[src/rtl/common_bus_datapath.sv]
// Datapath half of the 8-bit common-bus CPU: PC, IR, 4-entry register file, ALU latches and flags.
// Optional build macro COMMON_BUS_DP_CYCLE_COUNT_EN adds a 16-bit retired-fetch counter output.
module common_bus_datapath #(
    parameter int DATA_WIDTH = 8,
    parameter int INSTR_WIDTH = 14,
    parameter logic [DATA_WIDTH-1:0] PC_RESET_VAL = 8'h00
) (
    input  logic                   clock,
    input  logic                   reset_n,
    input  logic [1:0]             data_bus_sel,
    input  logic [1:0]             reg_address,
    input  logic                   pc_load_en,
    input  logic                   ir_load_en,
    input  logic                   rf_write_read,
    input  logic                   alu_src1_load_en,
    input  logic                   alu_src2_load_en,
    input  logic                   sel_field_load_en,
    output logic [DATA_WIDTH-1:0]  instr_addr,
    input  logic [INSTR_WIDTH-1:0] instr_rdata,
    output logic [INSTR_WIDTH-1:0] instruction,
    output logic                   flag_eq,
    output logic                   flag_lt,
    output logic                   flag_carry,
`ifdef COMMON_BUS_DP_CYCLE_COUNT_EN
    output logic [15:0]            retired_count,
`endif
    output logic [DATA_WIDTH-1:0]  bus_value
);

    localparam logic [2:0] FN_ADD  = 3'b000;
    localparam logic [2:0] FN_SUB  = 3'b001;
    localparam logic [2:0] FN_XOR  = 3'b010;
    localparam logic [2:0] FN_AND  = 3'b011;
    localparam logic [2:0] FN_OR   = 3'b100;
    localparam logic [2:0] FN_PASS = 3'b101;
    localparam logic [2:0] FN_SUB2 = 3'b110;
    localparam logic [2:0] FN_ADD2 = 3'b111;

    logic [DATA_WIDTH-1:0]        pc_reg;
    logic [INSTR_WIDTH-1:0]       ir_reg;
    logic [DATA_WIDTH-1:0]        src1_reg;
    logic [DATA_WIDTH-1:0]        src2_reg;
    logic [2:0]                   func_reg;
    logic [3:0][DATA_WIDTH-1:0]   rf_words;
    logic [DATA_WIDTH-1:0]        rf_rdata;
    logic [DATA_WIDTH:0]          alu_wide;
    logic [DATA_WIDTH-1:0]        alu_result;
    logic                         alu_carry;

    assign rf_rdata = rf_words[reg_address];

    // Bus sources are all registers or logic on registers, so the bus never loops back on itself.
    always_comb begin
        bus_value = pc_reg;
        unique case (data_bus_sel)
            2'b00: bus_value = pc_reg;
            2'b01: bus_value = rf_rdata;
            2'b10: bus_value = alu_result;
            2'b11: bus_value = ir_reg[DATA_WIDTH-1:0];
        endcase
    end

    genvar gi;
    generate
        for (gi = 0; gi < 4; gi++) begin : g_rf
            logic [DATA_WIDTH-1:0] word_reg;
            always_ff @(posedge clock or negedge reset_n) begin
                if (!reset_n)
                    word_reg <= '0;
                else if (rf_write_read && (reg_address == 2'(gi)))
                    word_reg <= bus_value;
            end
            assign rf_words[gi] = word_reg;
        end
    endgenerate

    always_ff @(posedge clock or negedge reset_n) begin
        if (!reset_n) begin
            pc_reg   <= PC_RESET_VAL;
            ir_reg   <= '0;
            src1_reg <= '0;
            src2_reg <= '0;
            func_reg <= FN_ADD;
        end else begin
            if (pc_load_en)
                pc_reg <= bus_value;
            else if (ir_load_en)
                pc_reg <= pc_reg + DATA_WIDTH'(1);
            if (ir_load_en)
                ir_reg <= instr_rdata;
            // Reads the pre-edge IR, so a same-cycle fetch does not affect the latched function.
            if (sel_field_load_en)
                func_reg <= ir_reg[13:11];
            if (alu_src1_load_en)
                src1_reg <= bus_value;
            if (alu_src2_load_en)
                src2_reg <= bus_value;
        end
    end

    // One extra bit captures carry on add and borrow (src1 < src2 unsigned) on subtract.
    always_comb begin
        alu_wide  = '0;
        alu_carry = 1'b0;
        unique case (func_reg)
            FN_ADD, FN_ADD2: begin
                alu_wide  = {1'b0, src1_reg} + {1'b0, src2_reg};
                alu_carry = alu_wide[DATA_WIDTH];
            end
            FN_SUB, FN_SUB2: begin
                alu_wide  = {1'b0, src1_reg} - {1'b0, src2_reg};
                alu_carry = alu_wide[DATA_WIDTH];
            end
            FN_XOR:  alu_wide = {1'b0, src1_reg ^ src2_reg};
            FN_AND:  alu_wide = {1'b0, src1_reg & src2_reg};
            FN_OR:   alu_wide = {1'b0, src1_reg | src2_reg};
            FN_PASS: alu_wide = {1'b0, src2_reg};
        endcase
    end

    assign alu_result  = alu_wide[DATA_WIDTH-1:0];
    assign flag_carry  = alu_carry;
    assign flag_eq     = (src1_reg == src2_reg);
    assign flag_lt     = ($signed(src1_reg) < $signed(src2_reg));
    assign instr_addr  = pc_reg;
    assign instruction = ir_reg;

`ifdef COMMON_BUS_DP_CYCLE_COUNT_EN
    logic [15:0] retired_reg;
    always_ff @(posedge clock or negedge reset_n) begin
        if (!reset_n)
            retired_reg <= '0;
        else if (ir_load_en)
            retired_reg <= retired_reg + 16'd1;
    end
    assign retired_count = retired_reg;
`endif

endmodule

[config.mk]
export PLATFORM = sky130hd
export DESIGN_NAME = common_bus_datapath
export DESIGN_NICKNAME = d
export VERILOG_FILES = /design/src/rtl/common_bus_datapath.sv
export SDC_FILE = /design/constraint.sdc
export NUM_CORES = 1
export LEC_CHECK = 0
export CORE_ASPECT_RATIO = 0.7
export CORE_MARGIN = 2
export CORE_UTILIZATION = 55
export DETAILED_ROUTE_END_ITERATION = 16
export PLACE_DENSITY = 0.89
export SLEW_MARGIN = 30
export SYNTH_ARGS = -nofsm -noshare
export SYNTH_HDL_FRONTEND = slang
export SYNTH_SLANG_ARGS = --single-unit
[constraint.sdc]
create_clock -name clock -period 5.1 [get_ports clock]
set_input_delay 1.02 -clock clock [delete_from_list [all_inputs] [get_ports clock]]
set_output_delay 1.02 -clock clock [all_outputs]
set_load 0.05 [all_outputs]
==> out/summary.txt, run 1 <==
YOSYS
------------------------------------------------------------------------------------------
Number of flops mapped to enable cells by yosys .............................            0
Dominant synthesized flop cell .............................................. sky130_fd_sc_hd__dfrtp_1
Commonest cells in the synthesized netlist .................................. sky130_fd_sc_hd__dfrtp_1, sky130_fd_sc_hd__nor2_1, sky130_fd_sc_hd__nand2_1
Mapped Avg Cell Area ........................................................  9.191 sq um
Portion of synthesized cell area occupied by the leading cell type ..........       0.3837
Synth area leader ........................................................... sky130_fd_sc_hd__dfrtp_1
Dominant cell by count in the synthesized netlist ........................... sky130_fd_sc_hd__dfrtp_1
Count of mapped cells out of synthesis ......................................          518
Most area-consuming cells after synthesis ................................... sky130_fd_sc_hd__dfrtp_1, sky130_fd_sc_hd__ha_1, sky130_fd_sc_hd__mux2_2, sky130_fd_sc_hd__o21ai_0, sky130_fd_sc_hd__a21oi_1
Post-synth net total ........................................................          571
Number of library cell types mapped by synthesis ............................           65
Sequential area share after synthesis .......................................       0.3837
Post-synthesis instance area ................................................ 0.004761 sq mm
Synthesis Warnings ..........................................................            0
Number of flip-flops and latches in the synthesized netlist .................           73
Fraction of registers with async set or reset after synthesis ...............        1.000

PLACEMENT
------------------------------------------------------------------------------------------
Minimum setup slack after placement .........................................    0.5038 ns
Number of port buffers ......................................................           58
Area of placed instances .................................................... 0.005401 sq mm
Placer's final routability congestion estimate ..............................       0.9660
Detailed Place HPWL .........................................................     9.254 mm

CELLS AND AREA
------------------------------------------------------------------------------------------
Footprint of the multi-input gates .......................................... 0.002666 sq mm
Final Cell Area ............................................................. 0.005710 sq mm
Antenna diodes ..............................................................            0
Flip-flop count of the largest register after layout ........................           32
Fillers .....................................................................          650
Final core utilization ......................................................       0.6763
Number of nets in the final layout ..........................................          616
Share of layout cells above drive strength 1 ................................       0.1144
Reg area .................................................................... 0.001827 sq mm
Area growth from synthesis to final layout ..................................       19.95%

CLOCKING
------------------------------------------------------------------------------------------
Post-CTS setup buffer count .................................................            0
Number of clock sinks .......................................................           73
TritonCTS clock tree ........................................................         done
TritonCTS Buffers ...........................................................            9
H-Tree Depth ................................................................            3
CTS Hold Buffers Added ......................................................            0
Buffer cell driving the clock tree root ..................................... sky130_fd_sc_hd__clkbuf_16
Post-cts gate resize count ..................................................            0
Clock buffer depth ..........................................................            2
Clock edge transition at the registers on the reported setup and hold paths .      0.06 ns
Clock Latency Late Sink .....................................................      0.34 ns

CRITICAL PATH
------------------------------------------------------------------------------------------
Critical path capture point type ............................................   output pin
Buf/Inv on CP ...............................................................            2
Crit path cell chain ........................................................ inv_1 -> ha_1 -> nor2b_1 -> a2111oi_0 -> nor2_1 -> o31ai_1 -> xnor2_1 -> clkdlybuf4s50_1
Reg2reg path depth ..........................................................            6
Family of cells with the greatest summed delay on the critical path ......... compound AO/OA/AOI/OAI gates
Levels on crit path .........................................................            8
CP max-delay cell ........................................................... sky130_fd_sc_hd__clkdlybuf4s50_1
Critical path data arrival time .............................................      3.60 ns
Slowest stage delay, CP .....................................................      0.82 ns
Crit start category .........................................................         flop
Critical path class ......................................................... flop to output pin
Required time of the worst setup path .......................................      4.08 ns
Maximum fanout encountered on the critical timing path ......................           12

MIN PATH
------------------------------------------------------------------------------------------
Hold Path Class ............................................................. flop to flop
Number of stages on the worst hold path .....................................            2

STA
------------------------------------------------------------------------------------------
Worst hold-check slack ......................................................    0.4784 ns
Least setup slack across all paths after layout .............................    0.4782 ns
Skew final ..................................................................  0.003779 ns
Final setup violation count .................................................            0
Final TNS setup .............................................................         0 ns
Actual slew at the worst max-slew pin .......................................    0.9626 ns
Worst slew slack as a fraction of its limit .................................       0.3583
Post-route minimum period ...................................................     4.622 ns
Number of hold violations in the final report ...............................            0
Period utilization ..........................................................       0.9062
Unrepaired setup endpoints after global routing .............................           no
Max-slew violation total from the final report ..............................            0
Max Clock Freq ..............................................................   0.2164 GHz

DRT
------------------------------------------------------------------------------------------
First-pass detailed-route iteration total ...................................            6
DRC marker count from the first detailed-route iteration ....................          456
Via-per-instance ratio ......................................................        6.163
Detailed-route wire length per cell .........................................     19.06 um
Total via count in the routed design ........................................         4240
Antenna Violating Nets Remaining ............................................            0
Post-detailed-route DRC marker count ........................................            0
Routed Wire Length ..........................................................     13.11 mm

GRT
------------------------------------------------------------------------------------------
Via count of the first global-routing pass ..................................         4070
Antenna violations before repair ............................................            0
Wire length of the first global-routing pass ................................     20.72 mm
Largest net degree at the start of global routing ...........................           60
Remaining global-route overflow .............................................            0
GRT Total Usage .............................................................       0.2899

POWER
------------------------------------------------------------------------------------------
Power Density ............................................................... 480.9 mW/mm^2
Max rail drop VDD ...........................................................    0.2509 mV
Cell leakage power ..........................................................     2.496 nW

FLOORPLANNING
------------------------------------------------------------------------------------------
Initial core utilization ....................................................       0.5639
Core footprint .............................................................. 0.008443 sq mm
Full die area ............................................................... 0.009428 sq mm
Horiz. Die Dim ..............................................................     115.2 um
Total number of placement rows ..............................................           28
I/O pin cnt .................................................................           59
DIE HEIGHT ..................................................................     81.84 um

OUTCOME
------------------------------------------------------------------------------------------
Result of the run ........................................................... finished, final reports clean

JOB
------------------------------------------------------------------------------------------
Number of maximum-capacitance violations ....................................            0

[layout make-up]
class | count | area share
Timing Repair Buffer | 67 | 0.1104
Inverter | 34 | 0.02235
Multi-Input combinational cell | 378 | 0.4669
Sequential cell | 73 | 0.3199
Clock inverter | 2 | 0.006135
Clock buffer | 14 | 0.04798
Tap cell | 120 | 0.02629
[per-stage QoR]
step	total power [W]	cells
after global placement	0.002021	672
after floorplan	0.001713	518
final	0.002746	688
after CTS	0.002728	688
after detailed placement	0.002064	672
after global routing	0.002885	688
[metal layers]
| layer | global-route usage | vias to the layer above | share of wire |
|---|---|---|---|
| met2 | 0.4582 | 229 | 0.45 |
| met4 | 0.1060 | 0 | 0.025 |
| met1 | 0.3995 | 2037 | 0.42 |
| met5 | 0 | - | 0 |
| li1 | - | 1942 | - |
| met3 | 0.05904 | 32 | 0.10 |
[worst reg2reg max path, delay by kind of cell (launching register included)]
| family | cells | cell delay [ns] |
|---|---|---|
| AOI/OAI and AO/OA | 3 | 0.44 |
| DFF | 1 | 0.97 |
| and+or+nand+nor | 3 | 1.20 |
[cell usage in the layout (no fill, tap or decap), drive strengths merged, types with 4 or more instances in the layout]
cell type	n
xnor2	7
ha	25
nor2	45
o22ai	5
mux2i	11
nand2b	15
o21ai	39
mux2	19
nor2b	13
o31ai	6
a22oi	5
nor3	5
nand3	11
clkdlybuf4s50	52
xor2	7
clkbuf	14
a221oi	4
nand2	42
dfrtp	73
inv	33
buf	15
a31oi	14
a21oi	37
mux4	8
[report_power, final]
part | switching [W] | internal [W] | leakage (nW)
clock network | 0.000236 | 0.000418 | 0.153
logic | 0.000755 | 0.000486 | 1.48
registers | 0.000140 | 0.000711 | 0.864
total | 0.00113 | 0.00161 | 2.50
[path summary, 6_finish.rpt]
path / slack (ns) / end / startpoint
worst max-delay path: 0.48 / flag_lt / src1_reg[3]$_DFFE_PN0P_
worst min-delay path: 0.48 / g_rf[2].word_reg[1]$_DFFE_PN0P_ / g_rf[2].word_reg[1]$_DFFE_PN0P_
min in group asynchronous: 0.59 / src2_reg[0]$_DFFE_PN0P_ / reset_n
worst max register to register: 2.40 / src2_reg[6]$_DFFE_PN0P_ / func_reg[0]$_DFFE_PN0P_
worst min register to register: 0.48 / g_rf[2].word_reg[1]$_DFFE_PN0P_ / g_rf[2].word_reg[1]$_DFFE_PN0P_
max in group asynchronous: 3.42 / g_rf[2].word_reg[7]$_DFFE_PN0P_ / reset_n
[cell families (layout without fill, tap and decap cells)]
kind of cell | after synthesis | after routing | synth area share
mux | 38 | 38 | 0.1059
xor+xnor | 14 | 14 | 0.02576
simple gates | 154 | 154 | 0.1590
buf+inv | 67 | 117 | 0.05624
fa+ha+maj | 27 | 27 | 0.07411
flops | 73 | 73 | 0.3837
compound gates | 145 | 145 | 0.1953
Note: power is estimated with default switching activity, not from simulation.
==> run 2: changes to the inputs <==
SETUP_SLACK_MARGIN = 0.4   (was unset)
==> run 2 against run 1 <==
Non-clock buffer count unchanged; clock skew about the same; cell count unchanged; total power down 0.18%; combinational power about the same; utilization up 0.13 points; sequential share of layout area down 0.063 points; fmax up 2.8%; sequential cell count unchanged; global-route usage unchanged; clock power about the same; critical endpoint is now bus_value[3]; largest cell class unchanged.
==> out/summary.txt, run 2 (same netlist as run 1, synthesis figures left out) <==
CRITICAL PATH
------------------------------------------------------------------------------------------
Crit start category .........................................................         flop
Maximum fanout encountered on the critical timing path ......................           25   +13
Critical path capture point type ............................................   output pin
Required time of the worst setup path .......................................      4.08 ns   about the same
Critical path class ......................................................... flop to output pin
Critical path data arrival time .............................................      3.48 ns   -0.12 ns

PLACEMENT
------------------------------------------------------------------------------------------
Detailed Place HPWL .........................................................     9.254 mm   unchanged
Placer's final routability congestion estimate ..............................       0.9660   unchanged
Number of port buffers ......................................................           58   unchanged
Dpl cells ...................................................................          672   unchanged

POWER
------------------------------------------------------------------------------------------
Switching power summed over all nets ........................................   0.001127 W   -0.37%
Cell leakage power ..........................................................     2.515 nW   +0.75%
Max rail drop VDD ...........................................................    0.2529 mV   +0.77%
Power Density ............................................................... 479.1 mW/mm^2   -0.37%
Switching power share of the total ..........................................       0.4111   -0.0007881
Total internal power ........................................................   0.001614 W   about the same
Combinational Power Share ...................................................        0.452   about the same
Clock network fraction of total power .......................................        0.238   about the same
Sequential group share of total power .......................................        0.310   about the same

GRT
------------------------------------------------------------------------------------------
Via count of the first global-routing pass ..................................         4070   unchanged
Largest net degree at the start of global routing ...........................           60   unchanged
GRT Total Usage .............................................................       0.2899   unchanged
Antenna violations before repair ............................................            0   unchanged
Wire length of the first global-routing pass ................................     20.72 mm   unchanged
Remaining global-route overflow .............................................            0   unchanged

CELLS AND AREA
------------------------------------------------------------------------------------------
Number of nets in the final layout ..........................................          616   unchanged
Fillers .....................................................................          645   -0.77%
Non-filler instance count after layout ......................................          688   unchanged
Leading cell type in the layout, fill and taps excluded ..................... sky130_fd_sc_hd__dfrtp_1
Share of layout cells above drive strength 1 ................................       0.1162   +0.001761
Flip-flop count of the largest register after layout ........................           32   unchanged
Antenna diodes ..............................................................            0   unchanged
Area growth from synthesis to final layout ..................................       20.18%
Leading cell types in the layout, fill and taps excluded .................... sky130_fd_sc_hd__dfrtp_1, sky130_fd_sc_hd__clkdlybuf4s50_1, sky130_fd_sc_hd__nor2_1, sky130_fd_sc_hd__nand2_1, sky130_fd_sc_hd__o21ai_0

STA
------------------------------------------------------------------------------------------
Worst slew slack as a fraction of its limit .................................       0.3572   -0.001127
Actual slew at the worst max-slew pin .......................................    0.9643 ns   +0.001690 ns
Final setup violation count .................................................            0   unchanged
Period utilization ..........................................................       0.8817   -0.02456
Post-route minimum period ...................................................     4.497 ns   -0.1252 ns
Max-slew violation total from the final report ..............................            0   unchanged
Max Clock Freq ..............................................................   0.2224 GHz   +2.8%
Final TNS setup .............................................................         0 ns   unchanged
Unrepaired setup endpoints after global routing .............................           no
Number of hold violations in the final report ...............................            0   unchanged
Skew final ..................................................................  0.003783 ns   +0.000004110 ns
Worst hold-check slack ......................................................    0.4786 ns   +0.0002370 ns

FLOORPLANNING
------------------------------------------------------------------------------------------
Core footprint .............................................................. 0.008443 sq mm   unchanged
DIE HEIGHT ..................................................................     81.84 um   unchanged
Full die area ............................................................... 0.009428 sq mm   unchanged
Total number of placement rows ..............................................           28   unchanged
Initial core utilization ....................................................       0.5639   unchanged
Horiz. Die Dim ..............................................................     115.2 um   unchanged
I/O pin cnt .................................................................           59   unchanged

DRT
------------------------------------------------------------------------------------------
Detailed-route wire length per cell .........................................     18.94 um   -0.60%
Via-per-instance ratio ......................................................        6.190   +0.45%
DRC marker count from the first detailed-route iteration ....................          370   -19%
First-pass detailed-route iteration total ...................................            6   unchanged
Routed Wire Length ..........................................................     13.03 mm   -0.60%
Total via count in the routed design ........................................         4259   +0.45%
Antenna Violating Nets Remaining ............................................            0   unchanged
Post-detailed-route DRC marker count ........................................            0   unchanged

CLOCKING
------------------------------------------------------------------------------------------
Clock edge transition at the registers on the reported setup and hold paths .      0.06 ns   about the same
TritonCTS Buffers ...........................................................            9   unchanged
TritonCTS clock tree ........................................................         done
CTS Hold Buffers Added ......................................................            0   unchanged
Clock Latency Late Sink .....................................................      0.33 ns   about the same
H-Tree Depth ................................................................            3   unchanged
Number of clock sinks .......................................................           73   unchanged
Clock buffer depth ..........................................................            2   unchanged
Buffer cell driving the clock tree root ..................................... sky130_fd_sc_hd__clkbuf_16

OUTCOME
------------------------------------------------------------------------------------------
Result of the run ........................................................... finished, final reports clean

JOB
------------------------------------------------------------------------------------------
Number of maximum-capacitance violations ....................................            0   unchanged

MIN PATH
------------------------------------------------------------------------------------------
Hold Path Class ............................................................. flop to flop

run 2: changes by cell type in the layout (fill, tap and decap cells not counted), sizes merged:
cell / previous run / this run
dlymetal6s2s: 0 / 2
clkdlybuf4s50: 52 / 50
run 2: worst paths after layout:
check | start | slack [ns] | depth (start not counted) | end
setup / recovery | func_reg[1]$_DFFE_PN0P_ | 0.60 | 7 | bus_value[3]
hold / removal | g_rf[2].word_reg[1]$_DFFE_PN0P_ | 0.48 | 2 | g_rf[2].word_reg[1]$_DFFE_PN0P_
setup reg to reg | func_reg[0]$_DFFE_PN0P_ | 2.40 | 6 | src2_reg[6]$_DFFE_PN0P_
hold reg to reg | g_rf[2].word_reg[1]$_DFFE_PN0P_ | 0.48 | 2 | g_rf[2].word_reg[1]$_DFFE_PN0P_
max in group asynchronous | reset_n | 3.42 | 2 | g_rf[2].word_reg[7]$_DFFE_PN0P_
min in group asynchronous | reset_n | 0.59 | 1 | src1_reg[0]$_DFFE_PN0P_
run 2: power by group through the flow:
stage	Combinational, W	Sequential [W]	Clock, W
6_report	0.00124	0.000851	0.000652
3_3_place_gp	0.00118	0.000844	0
2_1_floorplan	0.000816	0.000897	0
5_1_grt	0.00134	0.000865	0.000681
3_5_place_dp	0.00121	0.000851	0
4_1_cts	0.00123	0.000845	0.000658
run 2: repair_timing:
item	in CTS	in global routing
endpoints found under the setup margin	0	4
resized for setup	0	3
buffers inserted	0	0
run 2: layout make-up:
type | instances | area (sq um) | share of cell area
well taps | 120 | 150.1 | 0.02624
repair buffers | 67 | 635.6 | 0.1111
flip-flops and latches | 73 | 1827 | 0.3193
clock buffers | 14 | 274.0 | 0.04789
inverters | 34 | 127.6 | 0.02230
clock inverters | 2 | 35.03 | 0.006123
multi-input cells | 378 | 2673 | 0.4671
run 2: through the flow:
step / area (sq um) / utilization / worst slack, ns / total power, W
2_1_floorplan: 4761 / - / 1.244 / 0.001713
3_3_place_gp: 5401 / 0.6397 / 0.5699 / 0.002021
3_5_place_dp: 5401 / 0.6397 / 0.5038 / 0.002064
4_1_cts: 5710 / 0.6763 / 0.5026 / 0.002728
5_1_grt: 5722 / 0.6777 / 0.4141 / 0.002886
6_report: 5722 / 0.6777 / 0.6034 / 0.002741
run 2: layer usage:
layer / share of wire / global-route usage / up-vias / wire length (um)
li1: - / - / 1942 / -
met5: 0 / 0 / - / 0
met3: 0.11 / 0.05904 / 30 / 1380
met4: 0.021 / 0.1060 / 0 / 269
met2: 0.45 / 0.4582 / 240 / 5864
met1: 0.42 / 0.3995 / 2047 / 5518
run 2: critical path, cell delays in order, from the launching register on:
cell	delay [ns]
sky130_fd_sc_hd__dfrtp_1	0.79
sky130_fd_sc_hd__nor2b_1	0.32
sky130_fd_sc_hd__a221oi_1	0.36
sky130_fd_sc_hd__o21ai_0	0.17
sky130_fd_sc_hd__a221oi_1	0.37
sky130_fd_sc_hd__o22a_1	0.36
sky130_fd_sc_hd__inv_1	0.07
sky130_fd_sc_hd__clkdlybuf4s50_1	0.71
==> run 3: changes to the inputs <==
CTS_BUF_LIST = sky130_fd_sc_hd__clkbuf_4 sky130_fd_sc_hd__clkbuf_8 sky130_fd_sc_hd__clkbuf_16   (was unset)
==> run 3 against run 2 <==
Wire length grew 0.38%; sequential power is essentially flat; combinational power is essentially flat; clock power grew 2%; clock skew is essentially flat; global-route usage shrank 0.090 points; critical path depth grew 1; worst hold slack is essentially flat; via count shrank 1.3%; critical path type unchanged; largest power group unchanged.
==> out/summary.txt, run 3 (same netlist as run 1, synthesis figures left out) <==
STA
------------------------------------------------------------------------------------------
Skew final ..................................................................  0.003870 ns   +0.00008662 ns
Number of hold violations in the final report ...............................            0   unchanged
Max Clock Freq ..............................................................   0.2212 GHz   -0.55%
Unrepaired setup endpoints after global routing .............................           no
Max-slew violation total from the final report ..............................            0   unchanged
Worst hold-check slack ......................................................    0.4785 ns   -0.0001330 ns
Final setup violation count .................................................            0   unchanged
Final TNS setup .............................................................         0 ns   unchanged
Post-route minimum period ...................................................     4.521 ns   +0.02467 ns
Worst slew slack as a fraction of its limit .................................       0.3444   -0.01273
Actual slew at the worst max-slew pin .......................................    0.9834 ns   +0.01910 ns
Period utilization ..........................................................       0.8865   +0.004838

CLOCKING
------------------------------------------------------------------------------------------
Clock buffer depth ..........................................................            2   unchanged
Clock edge transition at the registers on the reported setup and hold paths .      0.06 ns   about the same
Clock Latency Late Sink .....................................................      0.34 ns   about the same
TritonCTS clock tree ........................................................         done
Buffer cell driving the clock tree root ..................................... sky130_fd_sc_hd__clkbuf_16
Number of clock sinks .......................................................           73   unchanged
Post-CTS setup buffer count .................................................            0   unchanged
H-Tree Depth ................................................................            3   unchanged
CTS Hold Buffers Added ......................................................            0   unchanged
TritonCTS Buffers ...........................................................            9   unchanged

FLOORPLANNING
------------------------------------------------------------------------------------------
Full die area ............................................................... 0.009428 sq mm   unchanged
Initial core utilization ....................................................       0.5639   unchanged
Total number of placement rows ..............................................           28   unchanged
DIE HEIGHT ..................................................................     81.84 um   unchanged
Core footprint .............................................................. 0.008443 sq mm   unchanged
Horiz. Die Dim ..............................................................     115.2 um   unchanged
I/O pin cnt .................................................................           59   unchanged

POWER
------------------------------------------------------------------------------------------
Power Density ............................................................... 480.7 mW/mm^2   +0.34%
Power Total .................................................................   0.002754 W   +0.48%
Max rail drop VDD ...........................................................    0.2760 mV   +9.1%
Cell leakage power ..........................................................     2.522 nW   +0.27%

PLACEMENT
------------------------------------------------------------------------------------------
Number of port buffers ......................................................           58   unchanged
Placer's final routability congestion estimate ..............................       0.9660   unchanged
Detailed Place HPWL .........................................................     9.254 mm   unchanged
Dpl cells ...................................................................          672   unchanged

CELLS AND AREA
------------------------------------------------------------------------------------------
Number of nets in the final layout ..........................................          616   unchanged
Leading cell type in the layout, fill and taps excluded ..................... sky130_fd_sc_hd__dfrtp_1
Leading cell types in the layout, fill and taps excluded .................... sky130_fd_sc_hd__dfrtp_1, sky130_fd_sc_hd__clkdlybuf4s50_1, sky130_fd_sc_hd__nor2_1, sky130_fd_sc_hd__nand2_1, sky130_fd_sc_hd__o21ai_0
Share of layout cells above drive strength 1 ................................       0.1197   +0.003521
Non-filler instance count after layout ......................................          688   unchanged
Flip-flop count of the largest register after layout ........................           32   unchanged
Area growth from synthesis to final layout ..................................       20.34%
Antenna diodes ..............................................................            0   unchanged
Fillers .....................................................................          648   +0.47%

CRITICAL PATH
------------------------------------------------------------------------------------------
Maximum fanout encountered on the critical timing path ......................           12   -52%
Critical path class ......................................................... flop to output pin
Critical path capture point type ............................................   output pin
Crit start category .........................................................         flop
Critical path data arrival time .............................................      3.50 ns   +0.02 ns
Required time of the worst setup path .......................................      4.08 ns   about the same

DRT
------------------------------------------------------------------------------------------
DRC marker count from the first detailed-route iteration ....................          451   +22%
Via-per-instance ratio ......................................................        6.112   -1.3%
Detailed-route wire length per cell .........................................     19.01 um   +0.38%
Antenna Violating Nets Remaining ............................................            0   unchanged
Total via count in the routed design ........................................         4205   -1.3%
Routed Wire Length ..........................................................     13.08 mm   +0.38%
Post-detailed-route DRC marker count ........................................            0   unchanged
First-pass detailed-route iteration total ...................................            7   +1

GRT
------------------------------------------------------------------------------------------
Antenna violations before repair ............................................            0   unchanged
GRT Total Usage .............................................................       0.2890   -0.0009033
Remaining global-route overflow .............................................            0   unchanged
Via count of the first global-routing pass ..................................         4053   -0.42%
Largest net degree at the start of global routing ...........................           60   unchanged
Wire length of the first global-routing pass ................................     20.67 mm   -0.23%

MIN PATH
------------------------------------------------------------------------------------------
Hold Path Class ............................................................. flop to flop

JOB
------------------------------------------------------------------------------------------
Number of maximum-capacitance violations ....................................            0   unchanged

OUTCOME
------------------------------------------------------------------------------------------
Result of the run ........................................................... finished, final reports clean

run 3: cell counts in the layout (fill, tap and decap cells not counted):
No cell type changed its count.
run 3: worst paths after layout:
kind / slack [ns] / to / from / cells after the start
max in group asynchronous: 3.43 / src1_reg[6]$_DFFE_PN0P_ / reset_n / 2
max reg2reg: 2.38 / src2_reg[6]$_DFFE_PN0P_ / func_reg[0]$_DFFE_PN0P_ / 6
min reg2reg: 0.48 / g_rf[2].word_reg[1]$_DFFE_PN0P_ / g_rf[2].word_reg[1]$_DFFE_PN0P_ / 2
min: 0.48 / g_rf[2].word_reg[1]$_DFFE_PN0P_ / g_rf[2].word_reg[1]$_DFFE_PN0P_ / 2
min in group asynchronous: 0.59 / src1_reg[0]$_DFFE_PN0P_ / reset_n / 1
max: 0.58 / flag_carry / src2_reg[3]$_DFFE_PN0P_ / 8
run 3: layout make-up:
| type | count | area [sq um] | area share |
|---|---|---|---|
| multi-input combinational | 378 | 2673 | 0.4665 |
| sequential | 73 | 1827 | 0.3188 |
| timing repair buffer | 67 | 635.6 | 0.1109 |
| clock buffer | 14 | 281.5 | 0.04914 |
| tap | 120 | 150.1 | 0.02621 |
| inverter | 34 | 127.6 | 0.02228 |
| clock inverter | 2 | 35.03 | 0.006115 |
run 3: per-stage QoR:
step           area, sq um    util  worst slack (ns)
5_1_grt               5729  0.6786            0.4139
6_report              5729  0.6786            0.5788
3_3_place_gp          5401  0.6397            0.5699
2_1_floorplan         4761       -             1.244
4_1_cts               5718  0.6772            0.5026
3_5_place_dp          5401  0.6397            0.5038
run 3: what timing repair did:
item	CTS	global route
hold endpoints to repair	0	0
gates resized for setup	0	3
endpoints found under the setup margin	0	4
run 3: critical path, stage by stage (launching register included):
cell	delay (ns)
sky130_fd_sc_hd__dfrtp_1	0.42
sky130_fd_sc_hd__inv_1	0.08
sky130_fd_sc_hd__ha_1	0.43
sky130_fd_sc_hd__nor2b_1	0.21
sky130_fd_sc_hd__a2111oi_0	0.55
sky130_fd_sc_hd__nor2_1	0.19
sky130_fd_sc_hd__o31ai_1	0.40
sky130_fd_sc_hd__o22ai_1	0.16
sky130_fd_sc_hd__clkdlybuf4s50_1	0.72
run 3: metal layers:
layer,track usage,part of all wire,up-vias
met4,0.1060,0.020,0
met3,0.05904,0.10,24
met5,0,0,-
li1,-,-,1938
met2,0.4547,0.45,226
met1,0.3996,0.43,2017
run 3: where the power goes:
| part | leakage [nW] | internal (W) | switching, W | total, W |
|---|---|---|---|---|
| clock | 0.160 | 0.000429 | 0.000236 | 0.000665 |
| sequential | 0.864 | 0.000711 | 0.000140 | 0.000851 |
| combinational | 1.50 | 0.000485 | 0.000754 | 0.00124 |
